[config.mk]
export PLATFORM = sky130hd
export DESIGN_NAME = vga_source_gen
export DESIGN_NICKNAME = d
export VERILOG_FILES = /design/src/rtl/vga_source_gen.sv
export SDC_FILE = /design/constraint.sdc
export NUM_CORES = 1
export LEC_CHECK = 0
export BUFFER_PORTS_ARGS = -buffer_cell sky130_fd_sc_hd__clkbuf_2
export CORE_AREA = 2 2 103 130
export CTS_BUF_LIST = sky130_fd_sc_hd__clkbuf_4 sky130_fd_sc_hd__clkbuf_8
export DETAILED_ROUTE_END_ITERATION = 10
export DIE_AREA = 0 0 105 132
export PLACE_DENSITY = 0.53
export SLEW_MARGIN = 20
export SYNTH_ARGS = -nofsm -noshare
export SYNTH_HDL_FRONTEND = slang
export SYNTH_SLANG_ARGS = --single-unit
[constraint.sdc]
create_clock -name clk -period 2.75 [get_ports clk]
set_input_delay 0.55 -clock clk [delete_from_list [all_inputs] [get_ports clk]]
set_output_delay 0.55 -clock clk [all_outputs]
set_load 0.01 [all_outputs]
[src/rtl/vga_source_gen.sv]
// vga_source_gen: synthetic VGA transmitter.
// Generates 800x600-style timing with hsync/vsync, an RGB565 colour bus and a
// per-pixel valid strobe. It also exports the coordinates of each active pixel.
// Every output is registered: the counter state (h,v) seen in cycle n is
// presented on the outputs in cycle n+1.
//
// Ports:
//   clk          pixel clock, one pixel per cycle
//   rst_n        asynchronous active-low reset
//   enable       1 = run timing, 0 = hold counters at (0,0) with idle outputs
//   pattern_sel  0 solid, 1 colour bars, 2 checkerboard, 3 gradient
//   solid_colour colour for pattern 0 (sampled live)
//   hw_rgb_out   colour bus, 0 during blanking
//   hw_hsync_out horizontal sync
//   hw_vsync_out vertical sync
//   pixel_valid  high on active pixels only
//   pixel_x/y    coordinates of the current active pixel, 0 when invalid
//   frame_start  one-cycle pulse together with pixel (0,0)
//   frame_count  number of completed frames, wraps 255 -> 0
module vga_source_gen #(
    parameter int PRECISION        = 11,
    parameter int PIXEL_SIZE       = 16,
    parameter int X_RES            = 800,
    parameter int Y_RES            = 600,
    parameter int H_FRONT_PORCH    = 40,
    parameter int H_SYNC           = 128,
    parameter int H_BACK_PORCH     = 88,
    parameter int V_FRONT_PORCH    = 1,
    parameter int V_SYNC           = 4,
    parameter int V_BACK_PORCH     = 23,
    parameter int SYNC_ACTIVE_HIGH = 1
) (
    input  logic                  clk,
    input  logic                  rst_n,
    input  logic                  enable,
    input  logic [1:0]            pattern_sel,
    input  logic [PIXEL_SIZE-1:0] solid_colour,
    output logic [PIXEL_SIZE-1:0] hw_rgb_out,
    output logic                  hw_hsync_out,
    output logic                  hw_vsync_out,
    output logic                  pixel_valid,
    output logic [PRECISION-1:0]  pixel_x,
    output logic [PRECISION-1:0]  pixel_y,
    output logic                  frame_start,
    output logic [7:0]            frame_count
);

    localparam int H_TOTAL  = X_RES + H_FRONT_PORCH + H_SYNC + H_BACK_PORCH;
    localparam int V_TOTAL  = Y_RES + V_FRONT_PORCH + V_SYNC + V_BACK_PORCH;
    localparam int HS_START = X_RES + H_FRONT_PORCH;
    localparam int HS_END   = HS_START + H_SYNC;
    localparam int VS_START = Y_RES + V_FRONT_PORCH;
    localparam int VS_END   = VS_START + V_SYNC;
    localparam int BAR_W    = X_RES / 8;
    localparam logic SYNC_ON = (SYNC_ACTIVE_HIGH != 0);

    typedef logic [PRECISION-1:0] coord_t;
    typedef logic [PIXEL_SIZE-1:0] pix_t;

    coord_t     h_q, h_d, v_q, v_d;
    coord_t     sub_q, sub_d;
    logic [2:0] bar_q, bar_d;
    logic [1:0] pat_q, pat_d;
    pix_t       rgb_q, rgb_d;
    logic       hs_q, hs_d, vs_q, vs_d;
    logic       valid_q, valid_d, fs_q, fs_d;
    coord_t     px_q, px_d, py_q, py_d;
    logic [7:0] fc_q, fc_d;

    logic       at_origin, h_last, v_last, active, in_hs, in_vs;
    logic [1:0] pat_cur;
    pix_t       bar_colour, pix_colour;

    always_comb begin
        at_origin = (h_q == '0) && (v_q == '0);
        h_last    = (h_q == coord_t'(H_TOTAL - 1));
        v_last    = (v_q == coord_t'(V_TOTAL - 1));
        active    = (h_q < coord_t'(X_RES)) && (v_q < coord_t'(Y_RES));
        in_hs     = (h_q >= coord_t'(HS_START)) && (h_q < coord_t'(HS_END));
        in_vs     = (v_q >= coord_t'(VS_START)) && (v_q < coord_t'(VS_END));
        // The pattern for pixel (0,0) is the one being latched this cycle.
        pat_cur   = at_origin ? pattern_sel : pat_q;

        case (bar_q)
            3'd0:    bar_colour = pix_t'(16'hFFFF);
            3'd1:    bar_colour = pix_t'(16'hFFE0);
            3'd2:    bar_colour = pix_t'(16'h07FF);
            3'd3:    bar_colour = pix_t'(16'h07E0);
            3'd4:    bar_colour = pix_t'(16'hF81F);
            3'd5:    bar_colour = pix_t'(16'hF800);
            3'd6:    bar_colour = pix_t'(16'h001F);
            default: bar_colour = pix_t'(16'h0000);
        endcase

        case (pat_cur)
            2'd0:    pix_colour = solid_colour;
            2'd1:    pix_colour = bar_colour;
            2'd2:    pix_colour = (h_q[4] ^ v_q[4]) ? pix_t'(16'hFFFF) : pix_t'(16'h0000);
            default: pix_colour = pix_t'({h_q[9:5], v_q[9:4], fc_q[4:0]});
        endcase

        // Idle defaults: counters parked at (0,0), outputs at reset values.
        h_d     = '0;
        v_d     = '0;
        sub_d   = '0;
        bar_d   = '0;
        pat_d   = pat_q;
        rgb_d   = '0;
        hs_d    = ~SYNC_ON;
        vs_d    = ~SYNC_ON;
        valid_d = 1'b0;
        px_d    = '0;
        py_d    = '0;
        fs_d    = 1'b0;
        fc_d    = fc_q;

        if (enable) begin
            h_d   = h_last ? '0 : h_q + coord_t'(1);
            v_d   = h_last ? (v_last ? '0 : v_q + coord_t'(1)) : v_q;
            fc_d  = (h_last && v_last) ? fc_q + 8'd1 : fc_q;
            pat_d = pat_cur;
            // Bar index and position within the bar track h_q without a divider;
            // both restart when the line wraps.
            if (!h_last && active) begin
                if (sub_q == coord_t'(BAR_W - 1)) begin
                    sub_d = '0;
                    bar_d = bar_q + 3'd1;
                end else begin
                    sub_d = sub_q + coord_t'(1);
                    bar_d = bar_q;
                end
            end
            hs_d = in_hs ? SYNC_ON : ~SYNC_ON;
            vs_d = in_vs ? SYNC_ON : ~SYNC_ON;
            if (active) begin
                rgb_d   = pix_colour;
                valid_d = 1'b1;
                px_d    = h_q;
                py_d    = v_q;
                fs_d    = at_origin;
            end
        end
    end

    always_ff @(posedge clk or negedge rst_n) begin
        if (!rst_n) begin
            h_q     <= '0;
            v_q     <= '0;
            sub_q   <= '0;
            bar_q   <= '0;
            pat_q   <= '0;
            rgb_q   <= '0;
            hs_q    <= ~SYNC_ON;
            vs_q    <= ~SYNC_ON;
            valid_q <= 1'b0;
            px_q    <= '0;
            py_q    <= '0;
            fs_q    <= 1'b0;
            fc_q    <= '0;
        end else begin
            h_q     <= h_d;
            v_q     <= v_d;
            sub_q   <= sub_d;
            bar_q   <= bar_d;
            pat_q   <= pat_d;
            rgb_q   <= rgb_d;
            hs_q    <= hs_d;
            vs_q    <= vs_d;
            valid_q <= valid_d;
            px_q    <= px_d;
            py_q    <= py_d;
            fs_q    <= fs_d;
            fc_q    <= fc_d;
        end
    end

    assign hw_rgb_out   = rgb_q;
    assign hw_hsync_out = hs_q;
    assign hw_vsync_out = vs_q;
    assign pixel_valid  = valid_q;
    assign pixel_x      = px_q;
    assign pixel_y      = py_q;
    assign frame_start  = fs_q;
    assign frame_count  = fc_q;

endmodule

==> metrics.md, run 1 <==
| Metric | Value |
|---|---|
| Cell types with the largest area share after synthesis | `sky130_fd_sc_hd__dfrtp_1, sky130_fd_sc_hd__nand2_1, sky130_fd_sc_hd__o221a_2` |
| First-pass GRT wire length | `17730 µm` |
| WL/cell | `16.35 µm` |
| Cells resized by post-CTS repair | `0` |
| Unique cell type count in the Yosys netlist | `48` |
| Proportion of synthesized flip-flops having asynchronous set or reset | `100.0%` |
| Total setup buffers inserted after CTS | `0` |
| Most instantiated flip-flop cell in the synthesis netlist | `sky130_fd_sc_hd__dfrtp_1` |
| Outcome | `complete, no violations` |
| Yosys top cell area share | `50.71%` |
| Switching share of power | `29.06%` |
| Max cap viols | `0` |
| Mean number of vias per cell | `4.956` |
| Synthesis-to-layout area growth | `18.35%` |
| Diodes inserted | `0` |
| Clock sinks | `88` |
| Fillers | `1281` |
| Final core utilization | `40.97%` |
| Die outline area | `13860 µm²` |
| Peak ir drop on the vdd network | `0.0002893 V` |
| Library cell used as clock root buffer | `sky130_fd_sc_hd__clkbuf_8` |
| Drt drc | `0` |
| Largest net degree at the start of global routing | `46` |
| Tmin final | `2389 ps` |
| Clk_lat worst skew | `370 ps` |
| WP data required | `3010 ps` |
| Layout cells sized above 1 | `26.61%` |
| RePlAce Congestion | `0.8535` |
| Final Slew Violations | `0` |
| Post-CTS clock slew at the launch and capture registers of the worst setup and hold paths | `100 ps` |
| Clock tree from TritonCTS | `built` |
| 1st-iter DRT viols | `144` |
| Relative contribution of the clock network to total power | `33.6%` |
| Cts bufs inserted | `9` |
| Cell internal power dissipation | `2050 µW` |
| Capturing element type of the critical path | `flip-flop` |
| Yosys warnings | `0` |
| Normalized max-slew margin | `61.26%` |
| Overall routing resource usage | `16.16%` |
| Floorplan die height | `132 µm` |
| P per Cell Area | `562.1 nW/µm²` |
| GRT overflow | `0` |
| Number of hold violations in the final report | `0` |
| Static leakage power | `0.002431 µW` |
| Final setup TNS | `0 ps` |
| Startpoint of the lowest-slack register-to-register path | `v_q[0]$_DFFE_PN0P_` |
| Arrival time at the worst endpoint | `2650 ps` |
| Startpoint type of the worst setup path | `flip-flop` |
| Setup Crit Path Kind | `reg -> reg` |
| Worst clock skew | `9.402 ps` |
| Count of flip-flops with a built-in enable after synthesis | `0` |
| Unrepaired setup endpoints after global routing | `no` |
| Placeable core region | `12550 µm²` |
| Final period util | `86.87%` |
| Part of the Yosys area used for sequential elements | `50.71%` |
| Relative contribution of combinational cells to total power | `17.7%` |
| Deepest clock path buffer count | `2` |
| Vias in the first global route | `3373` |
| Worst setup slack after layout | `361.2 ps` |
| Number of vias in the routed layout | `3291` |
| Initial DRT Pass Iterations | `4` |
| Net count of the finished layout | `524` |
| Starting density of the core | `34.61%` |
| Worst slack at placement | `371.5 ps` |
| Switching power | `839.7 µW` |
| Detail Placement HPWL | `7895 µm` |
| Synth Area per Inst | `10.49 µm²` |
| Final count of negative-setup-slack endpoints | `0` |
| Reg power frac | `48.7%` |
| Worst Hold Slack | `162.7 ps` |
| Number of core rows | `46` |
| Crit Path Max Fanout | `16` |
| Cell area after synthesis | `4343 µm²` |
| CTS hold repair buffers | `0` |
| Most area-hungry cell type in the Yosys netlist | `sky130_fd_sc_hd__dfrtp_1` |
| Post-synthesis cell count | `414` |
| I/O pins | `71` |
| Total power consumption of the routed design | `2889 µW` |
| Number of routed nets with antenna violations | `0` |
| Depth of the CTS H-tree | `3` |
| HP Class | `in -> async` |
| Upper clock frequency limit | `418.6 MHz` |
| Final wirelength | `10860 µm` |
| Post-synthesis sequential element count | `88` |
| Tightest Pin Transition | `574.8 ps` |
| Critical path startpoint | `v_q[0]$_DFFE_PN0P_` |
| Number of antenna violations at the first check in global routing | `0` |
| Count of port buffers added during placement | `70` |
| Die width | `105 µm` |
[critical path: stages, from the launching register on]
cell and delay [ps]:
sky130_fd_sc_hd__dfrtp_1 480, sky130_fd_sc_hd__inv_1 110, sky130_fd_sc_hd__ha_1 150, sky130_fd_sc_hd__nor4b_1 370, sky130_fd_sc_hd__nand3_1 140, sky130_fd_sc_hd__nor4b_2 310, sky130_fd_sc_hd__mux2_4 420, sky130_fd_sc_hd__o221a_2 290
[registers in the layout (all words and copies together) (netlist names)]
register / cells
pixel_valid: 1
hw_rgb_out: 16
hw_vsync_out: 1
pat_q: 2
bar_q: 3
hw_hsync_out: 1
v_q: 11
h_q: 11
frame_start: 1
pixel_y: 11
pixel_x: 11
sub_q: 11
frame_count: 8
[metal layers]
layer | up-vias | GRT usage (%) | routed length, µm
met4 | 0 | 6.519 | 149
met2 | 77 | 27.24 | 5489
li1 | 1609 | - | -
met1 | 1594 | 20.39 | 4834
met3 | 11 | 3.015 | 382
met5 | - | 0 | 0
[area by class of cell]
type | count | area, µm² | area share, %
flip-flops and latches | 88 | 2202 | 42.84
multi-input cells | 297 | 1996 | 38.83
repair buffers | 86 | 485.5 | 9.445
well taps | 168 | 210.2 | 4.090
clock buffers | 10 | 137.6 | 2.678
clock inverters | 6 | 75.07 | 1.461
inverters | 9 | 33.78 | 0.6573
[Yosys cell counts, drive strengths merged (11+ instances only)]
cell type  instances
xnor2             16
dfrtp             88
xor2              11
o2bb2ai           16
nor3              11
nand2             48
ha                12
nor2              36
nand3             15
o221a             16
o21ai             21
and2              24
clkbuf            12
[cells in the final DEF, fill, tap and decap left out, types with 3 or more instances in the layout]
cell type	n
sky130_fd_sc_hd__clkbuf_8	10
sky130_fd_sc_hd__nand2_1	48
sky130_fd_sc_hd__buf_4	16
sky130_fd_sc_hd__nand4_1	4
sky130_fd_sc_hd__inv_1	8
sky130_fd_sc_hd__dfrtp_1	88
sky130_fd_sc_hd__o2bb2ai_1	16
sky130_fd_sc_hd__and3_1	7
sky130_fd_sc_hd__clkbuf_2	69
sky130_fd_sc_hd__a21oi_1	9
sky130_fd_sc_hd__and4_1	3
sky130_fd_sc_hd__o21ai_0	21
sky130_fd_sc_hd__nand2b_1	3
sky130_fd_sc_hd__ha_1	12
sky130_fd_sc_hd__nor2_1	35
sky130_fd_sc_hd__o31ai_1	3
sky130_fd_sc_hd__nand3_1	15
sky130_fd_sc_hd__nor2b_1	5
sky130_fd_sc_hd__nor4_1	3
sky130_fd_sc_hd__mux2i_1	3
sky130_fd_sc_hd__xor2_1	11
sky130_fd_sc_hd__mux2_2	4
sky130_fd_sc_hd__or3_1	3
sky130_fd_sc_hd__o221a_2	15
sky130_fd_sc_hd__nor3_1	11
sky130_fd_sc_hd__nor4b_1	3
sky130_fd_sc_hd__and2_1	24
sky130_fd_sc_hd__xnor2_1	16
[per-stage QoR]
stage | std cells | area, µm²
finish | 664 | 5140
global route | 664 | 5140
CTS | 664 | 5140
detailed placement | 648 | 4927
global placement | 648 | 4927
floorplan | 415 | 4347
[power groups by stage]
| stage | Combinational, µW | Clock [µW] | Sequential [µW] |
|---|---|---|---|
| after floorplan | 285 | 0 | 1460 |
| after global placement | 505 | 0 | 1440 |
| final | 511 | 971 | 1410 |
| after detailed placement | 519 | 0 | 1430 |
| after global routing | 563 | 1060 | 1420 |
| after CTS | 520 | 1000 | 1410 |
[final timing paths]
check / depth (start not counted) / to / slack, ps
setup / recovery: 7 / hw_rgb_out[2]$_DFF_PN0_ / 360
hold / removal: 1 / frame_count[2]$_DFFE_PN0P_ / 160
setup reg to reg: 7 / hw_rgb_out[2]$_DFF_PN0_ / 360
hold reg to reg: 1 / frame_count[7]$_DFFE_PN0P_ / 480
max in group asynchronous: 2 / v_q[3]$_DFFE_PN0P_ / 1940
min in group clk: 1 / frame_count[7]$_DFFE_PN0P_ / 480
[cell families after synthesis]
| kind of cell | count (synthesis) | synth area share [%] |
|---|---|---|
| and+or+nand+nor | 176 | 21.61 |
| DFF | 88 | 50.71 |
| AOI/OAI and AO/OA | 71 | 12.68 |
| buffers and inverters | 30 | 3.601 |
| xor gates and xnor gates | 27 | 5.445 |
| adders and majority gates | 12 | 3.457 |
| muxes | 9 | 2.420 |
| other | 1 | 0.08635 |
(Power assumes the default switching activity.)
==> run 2, diff against run 1 <==
- CORE_AREA: 2 2 103 130 -> 2 2 91 115
- DIE_AREA: 0 0 105 132 -> 0 0 93 117
- PLACE_DENSITY: 0.53 -> 0.65
==> metrics.md, run 2 (synthesized netlist as in run 1, its figures left out) <==
| Metric | Value |
|---|---|
| Count of port buffers added during placement | `70 (unchanged)` |
| Standard cell with the maximum stage delay on the critical path | `sky130_fd_sc_hd__dfrtp_1` |
| Normalized max-slew margin | `50.07% (-11 points)` |
| Floorplan die height | `117 µm (-11%)` |
| Starting density of the core | `44.09% (+9.5 points)` |
| Design area | `5059 µm² (-1.6%)` |
| Peak ir drop on the vdd network | `0.0002428 V (-16%)` |
| Tightest Pin Transition | `742.1 ps (+167.2 ps)` |
| Total setup buffers inserted after CTS | `0 (unchanged)` |
| WL/cell | `15.88 µm (-2.9%)` |
| Net count of the finished layout | `524 (unchanged)` |
| Commonest cells after routing, fill and taps aside | `sky130_fd_sc_hd__dfrtp_1, sky130_fd_sc_hd__clkbuf_2, sky130_fd_sc_hd__nand2_1` |
| Max reg flops | `16 (unchanged)` |
| Placeable core region | `9849 µm² (-21%)` |
| Final wirelength | `9907 µm (-8.7%)` |
| Setup Crit Path Kind | `reg -> reg` |
| Number of core rows | `41 (-11%)` |
| Number of antenna violations at the first check in global routing | `0 (unchanged)` |
| Arrival time at the worst endpoint | `2710 ps (+60 ps)` |
| Clock sinks | `88 (unchanged)` |
| Deepest clock path buffer count | `2 (unchanged)` |
| Number of vias in the routed layout | `3295 (+0.12%)` |
| Final count of negative-setup-slack endpoints | `0 (unchanged)` |
| Number of hold violations in the final report | `0 (unchanged)` |
| Depth of the most critical reg-to-reg path | `7 (unchanged)` |
| Layout cells sized above 1 | `26.46% (-0.15 points)` |
| Largest net degree at the start of global routing | `46 (unchanged)` |
| Sequence of cells on the critical path | `inv_1, ha_1, nor4b_1, nand3_1, nor4b_2, mux2_4, o221a_2` |
| Detail Placement HPWL | `7210 µm (-8.7%)` |
| Overall routing resource usage | `19.50% (+3.3 points)` |
| Worst clock skew | `10.54 ps (+1.137 ps)` |
| First-pass GRT wire length | `16530 µm (-6.7%)` |
| Total power consumption of the routed design | `2739 µW (-5.2%)` |
| Initial DRT Pass Iterations | `4 (unchanged)` |
| Number of routed nets with antenna violations | `0 (unchanged)` |
| P per Cell Area | `541.4 nW/µm² (-3.7%)` |
| Placed Area | `4878 µm² (-0.99%)` |
| Synthesis-to-layout area growth | `16.48%` |
| Final setup TNS | `0 ps (unchanged)` |
| Upper clock frequency limit | `407.6 MHz (-2.6%)` |
| HP Class | `in -> async` |
| Worst Hold Slack | `178.1 ps (+15.38 ps)` |
| Unrepaired setup endpoints after global routing | `no` |
| Clock tree from TritonCTS | `built` |
| Most common cell after layout, fill and taps aside | `sky130_fd_sc_hd__dfrtp_1` |
| Post-CTS clock slew at the launch and capture registers of the worst setup and hold paths | `90 ps (about the same)` |
| Slowest cell delay on critical path | `470 ps (about the same)` |
| Die width | `93 µm (-11%)` |
| Clk_lat worst skew | `370 ps (about the same)` |
| I/O pins | `71 (unchanged)` |
| Cts bufs inserted | `9 (unchanged)` |
| Static leakage power | `0.002414 µW (-0.70%)` |
| Final period util | `89.21% (+2.3 points)` |
| Library cell used as clock root buffer | `sky130_fd_sc_hd__clkbuf_8` |
| Startpoint type of the worst setup path | `flip-flop` |
| 1st-iter DRT viols | `190 (+32%)` |
| Vias in the first global route | `3238 (-4.0%)` |
| R2r setup slk | `300 ps (-60 ps)` |
| Final Slew Violations | `0 (unchanged)` |
| GRT overflow | `0 (unchanged)` |
| Capturing element type of the critical path | `flip-flop` |
| Die outline area | `10880 µm² (-21%)` |
| Crit Path Max Fanout | `16 (unchanged)` |
| Depth of the CTS H-tree | `3 (unchanged)` |
| Startpoint of the lowest-slack register-to-register path | `v_q[0]$_DFFE_PN0P_` |
| Diodes inserted | `0 (unchanged)` |
| WP data required | `3010 ps (about the same)` |
| RePlAce Congestion | `0.8434 (-1.2%)` |
| Outcome | `complete, no violations` |
| Drt drc | `0 (unchanged)` |
| Tmin final | `2453 ps (+64.45 ps)` |
| Max cap viols | `0 (unchanged)` |
| Fillers | `925 (-28%)` |
| WP buf/inv | `1 (unchanged)` |
| Cells resized by post-CTS repair | `0 (unchanged)` |
| Mean number of vias per cell | `5.280 (+6.5%)` |
| Cell family contributing the most delay on the critical path | `simple AND/OR/NAND/NOR gates` |
| CTS hold repair buffers | `0 (unchanged)` |
| Destination of the worst register-to-register timing path | `hw_rgb_out[15]$_DFF_PN0_` |
## run 2: cell count changes in the layout (fill, tap and decap cells not counted)
cell                        previous run  this run
sky130_fd_sc_hd__inv_6                 2         1
sky130_fd_sc_hd__inv_8                 1         0
sky130_fd_sc_hd__bufinv_16             1         0
sky130_fd_sc_hd__clkinv_4              1         3
## run 2: worst reg2reg max path, cell delays in order, from the launching register on
cell and delay, ps:
sky130_fd_sc_hd__dfrtp_1 470, sky130_fd_sc_hd__inv_1 110, sky130_fd_sc_hd__ha_1 140, sky130_fd_sc_hd__nor4b_1 410, sky130_fd_sc_hd__nand3_1 150, sky130_fd_sc_hd__nor4b_2 340
sky130_fd_sc_hd__mux2_4 430, sky130_fd_sc_hd__o221a_2 300
## run 2: power by group
part	switching, µW	internal (µW)	total (µW)
Clock	474	356	830
Sequential	37.5	1370	1410
Combinational	280	222	502
Total	792	1950	2740
## run 2: area by class of cell
class / count / area [µm²] / share of cell area (%)
Sequential cell: 88 / 2202 / 43.53
Multi-Input combinational cell: 297 / 1996 / 39.45
Timing Repair Buffer: 86 / 485.5 / 9.597
Tap cell: 129 / 161.4 / 3.191
Clock buffer: 10 / 137.6 / 2.721
Clock inverter: 5 / 42.54 / 0.8410
Inverter: 9 / 33.78 / 0.6678
## run 2: worst max-delay path by stage
stage | cells after the start | from | to | slack, ps
2_1_floorplan | 8 | v_q[0]$_DFFE_PN0P_ | hw_rgb_out[12]$_DFF_PN0_ | 540
3_3_place_gp | 7 | v_q[0]$_DFFE_PN0P_ | hw_rgb_out[7]$_DFF_PN0_ | 350
3_5_place_dp | 7 | v_q[0]$_DFFE_PN0P_ | hw_rgb_out[15]$_DFF_PN0_ | 280
4_1_cts | 7 | v_q[0]$_DFFE_PN0P_ | hw_rgb_out[15]$_DFF_PN0_ | 260
5_1_grt | 7 | v_q[0]$_DFFE_PN0P_ | hw_rgb_out[2]$_DFF_PN0_ | 140
6_report | 7 | v_q[0]$_DFFE_PN0P_ | hw_rgb_out[15]$_DFF_PN0_ | 300
## run 2: metrics by stage
step	worst slack (ps)	instances	util, %
floorplan	544.8	415	-
global placement	353.5	609	49.53
detailed placement	275.8	609	49.53
CTS	261.0	624	51.36
global route	138.5	624	51.36
finish	296.7	624	51.36
## run 2: metal layers
| metal | global-route usage, % | up-vias | wire length (µm) |
|---|---|---|---|
| li1 | - | 1606 | - |
| met1 | 25.73 | 1601 | 4459 |
| met2 | 32.56 | 79 | 4909 |
| met3 | 2.945 | 9 | 396 |
| met4 | 7.843 | 0 | 142 |
| met5 | 0 | - | 0 |
==> run 3, diff against run 2 <==
- ABC_AREA: unset -> 1
- PLACE_DENSITY: 0.65 -> unset
- clock period: 2.75 -> 3.2 ns (I/O delays scaled with it)
==> metrics.md, run 3 <==
| Metric | Value |
|---|---|
| Yosys top cell area share | `51.45% (+0.74 points)` |
| Destination of the worst register-to-register timing path | `hw_rgb_out[15]$_DFF_PN0_` |
| Largest net degree at the start of global routing | `46 (unchanged)` |
| Design area | `4896 µm² (-3.2%)` |
| Number of vias in the routed layout | `3368 (+2.2%)` |
| First-pass GRT wire length | `15300 µm (-7.5%)` |
| Deepest clock path buffer count | `2 (unchanged)` |
| Initial DRT Pass Iterations | `4 (unchanged)` |
| HP Class | `in -> async` |
| Final wirelength | `9314 µm (-6.0%)` |
| GRT overflow | `0 (unchanged)` |
| Proportion of synthesized flip-flops having asynchronous set or reset | `100.0% (unchanged)` |
| Number of routed nets with antenna violations | `0 (unchanged)` |
| Placed instance count | `684 (+12%)` |
| Tmin final | `2281 ps (-172.6 ps)` |
| Post-synthesis cell count | `495 (+20%)` |
| Number of core rows | `41 (unchanged)` |
| Clock tree from TritonCTS | `built` |
| Final setup TNS | `0 ps (unchanged)` |
| Critical Path Stages | `13 (+6)` |
| Cell family contributing the most delay on the critical path | `simple AND/OR/NAND/NOR gates` |
| Number of cells in the finished layout apart from fillers | `700 (+12%)` |
| Upper clock frequency limit | `438.5 MHz (+7.6%)` |
| Clk_lat worst skew | `360 ps (about the same)` |
| Placed Area | `4708 µm² (-3.5%)` |
| RePlAce Congestion | `0.8652 (+2.6%)` |
| Worst clock skew | `15.22 ps (+4.686 ps)` |
| Max reg flops | `16 (unchanged)` |
| Post-synthesis sequential element count | `88 (unchanged)` |
| WL/cell | `13.31 µm (-16%)` |
| Starting density of the core | `43.46% (-0.64 points)` |
| Arrival time at the worst endpoint | `2520 ps (-190 ps)` |
| R2r setup slk | `920 ps (+620 ps)` |
| Final core utilization | `49.71% (-1.7 points)` |
| WP buf/inv | `2 (+1)` |
| Overall routing resource usage | `18.28% (-1.2 points)` |
| Final period util | `71.27% (-18 points)` |
| Layout cells sized above 1 | `20.32% (-6.1 points)` |
| Normalized max-slew margin | `51.49% (+1.4 points)` |
| Library cell used as clock root buffer | `sky130_fd_sc_hd__clkbuf_8` |
| WP data required | `3440 ps (+430 ps)` |
| Total setup buffers inserted after CTS | `0 (unchanged)` |
| Placeable core region | `9849 µm² (unchanged)` |
| Number of hold violations in the final report | `0 (unchanged)` |
| Net count of the finished layout | `599 (+14%)` |
| Sequence of cells on the critical path | `inv_1, ha_1, inv_1, nor2_1, nand2_1, nor2_1, nand3_1, nand2_1, nand2_1, nand3_1, nand2_1, nor2_1, nor2_1` |
| Unique cell type count in the Yosys netlist | `39 (-19%)` |
| Final count of negative-setup-slack endpoints | `0 (unchanged)` |
| Cts bufs inserted | `9 (unchanged)` |
| Outcome | `complete, no violations` |
| Floorplan die height | `117 µm (unchanged)` |
| Tightest Pin Transition | `726.8 ps (-15.22 ps)` |
| Cell with the most instances after synthesis | `sky130_fd_sc_hd__nor2_1` |
| Capturing element type of the critical path | `flip-flop` |
| Cell area after synthesis | `4280 µm² (-1.4%)` |
| Static leakage power | `0.002516 µW (+4.2%)` |
| Max cap viols | `0 (unchanged)` |
| Count of flip-flops with a built-in enable after synthesis | `0 (unchanged)` |
| P per Cell Area | `461.3 nW/µm² (-15%)` |
| I/O pins | `71 (unchanged)` |
| Commonest cells after routing, fill and taps aside | `sky130_fd_sc_hd__nor2_1, sky130_fd_sc_hd__dfrtp_1, sky130_fd_sc_hd__nand2_1` |
| Part of the Yosys area used for sequential elements | `51.45% (+0.74 points)` |
| Cells resized by post-CTS repair | `0 (unchanged)` |
| Standard cell with the maximum stage delay on the critical path | `sky130_fd_sc_hd__dfrtp_1` |
| Unrepaired setup endpoints after global routing | `no` |
| Slowest cell delay on critical path | `420 ps (-50 ps)` |
| Number of antenna violations at the first check in global routing | `0 (unchanged)` |
| Startpoint of the lowest-slack register-to-register path | `h_q[0]$_DFF_PN0_` |
| CTS hold repair buffers | `0 (unchanged)` |
| Drt drc | `0 (unchanged)` |
| Die outline area | `10880 µm² (unchanged)` |
| Diodes inserted | `0 (unchanged)` |
| Most area-hungry cell type in the Yosys netlist | `sky130_fd_sc_hd__dfrtp_1` |
| Post-CTS clock slew at the launch and capture registers of the worst setup and hold paths | `90 ps (about the same)` |
| Detail Placement HPWL | `6895 µm (-4.4%)` |
| 1st-iter DRT viols | `158 (-17%)` |
| Synth Area per Inst | `8.647 µm² (-18%)` |
| Depth of the CTS H-tree | `3 (unchanged)` |
| Final Slew Violations | `0 (unchanged)` |
| Cell types with the largest area share after synthesis | `sky130_fd_sc_hd__dfrtp_1, sky130_fd_sc_hd__nor2_1, sky130_fd_sc_hd__nand2_1` |
| Most common cell after layout, fill and taps aside | `sky130_fd_sc_hd__nor2_1` |
| Worst Hold Slack | `267.0 ps (+88.96 ps)` |
| Depth of the most critical reg-to-reg path | `13 (+6)` |
| Setup Crit Path Kind | `reg -> reg` |
| Count of port buffers added during placement | `70 (unchanged)` |
| Clock sinks | `88 (unchanged)` |
| Startpoint type of the worst setup path | `flip-flop` |
| Crit Path Max Fanout | `20 (+4)` |
| Mean number of vias per cell | `4.811 (-8.9%)` |
| Vias in the first global route | `3143 (-2.9%)` |
| Top post-synthesis cells by count | `sky130_fd_sc_hd__nor2_1, sky130_fd_sc_hd__dfrtp_1, sky130_fd_sc_hd__nand2_1` |
| Yosys warnings | `0 (unchanged)` |
| Die width | `93 µm (unchanged)` |
| Most instantiated flip-flop cell in the synthesis netlist | `sky130_fd_sc_hd__dfrtp_1` |
| Peak ir drop on the vdd network | `0.0002380 V (-2.0%)` |
| Synthesis-to-layout area growth | `14.38%` |
run 3: cell count changes in the layout (fill, tap and decap cells not counted), sizes merged, moves of 16 or more:
cell / change
nor2: +71
o221a: -16
o2bb2ai: -16
nand2: +33
nand3: +19
and2: -24
inv: +45
run 3: kinds of logic (layout without fill, tap and decap cells):
kind of cell	count (synthesis)	in the layout	synth area share, %
xor gates and xnor gates	15	15	3.069
adders and majority gates	12	12	3.508
DFF	88	88	51.45
muxes	1	1	0.2631
other	1	2	0.08761
AOI/OAI and AO/OA	55	55	7.133
and+or+nand+nor	255	255	26.92
buffers and inverters	68	143	7.571
run 3: layout make-up:
type	count	area, µm²
well taps	129	161.4
fillers	985	4954
flip-flops and latches	88	2202
multi-input cells	340	1758
repair buffers	72	380.4
clock buffers	13	172.7
clock inverters	3	15.01
inverters	55	206.4
run 3: power breakdown:
part           internal, µW  total (µW)  leakage, µW  switching [µW]
clock                   351         731     0.000103             379
combinational           114         340      0.00122             226
sequential             1160        1190      0.00120            23.4
total                  1630        2260      0.00252             629
run 3: how the worst max path moves through the flow:
stage	start	endpoint	slack, ps
4_1_cts	h_q[0]$_DFF_PN0_	hw_rgb_out[15]$_DFF_PN0_	940
3_3_place_gp	v_q[9]$_DFFE_PN0P_	pixel_x[0]$_DFF_PN0_	1060
3_5_place_dp	h_q[0]$_DFF_PN0_	hw_rgb_out[15]$_DFF_PN0_	970
6_report	h_q[0]$_DFF_PN0_	hw_rgb_out[15]$_DFF_PN0_	920
2_1_floorplan	h_q[0]$_DFF_PN0_	hw_rgb_out[5]$_DFF_PN0_	1460
5_1_grt	h_q[0]$_DFF_PN0_	hw_rgb_out[10]$_DFF_PN0_	660
run 3: per-stage QoR:
stage / setup slack (ps) / total power (µW)
after floorplan: 1464 / 1454
after global placement: 1057 / 1550
after detailed placement: 969.4 / 1554
after CTS: 942.2 / 2292
after global routing: 658.7 / 2388
final: 919.3 / 2258
run 3: per-layer routing:
| layer | vias up | routed length, µm | GRT usage, % |
|---|---|---|---|
| met5 | - | 0 | 0 |
| met4 | 0 | 123 | 7.451 |
| met3 | 7 | 393 | 3.649 |
| met2 | 72 | 4603 | 30.24 |
| met1 | 1567 | 4194 | 23.71 |
| li1 | 1722 | - | - |
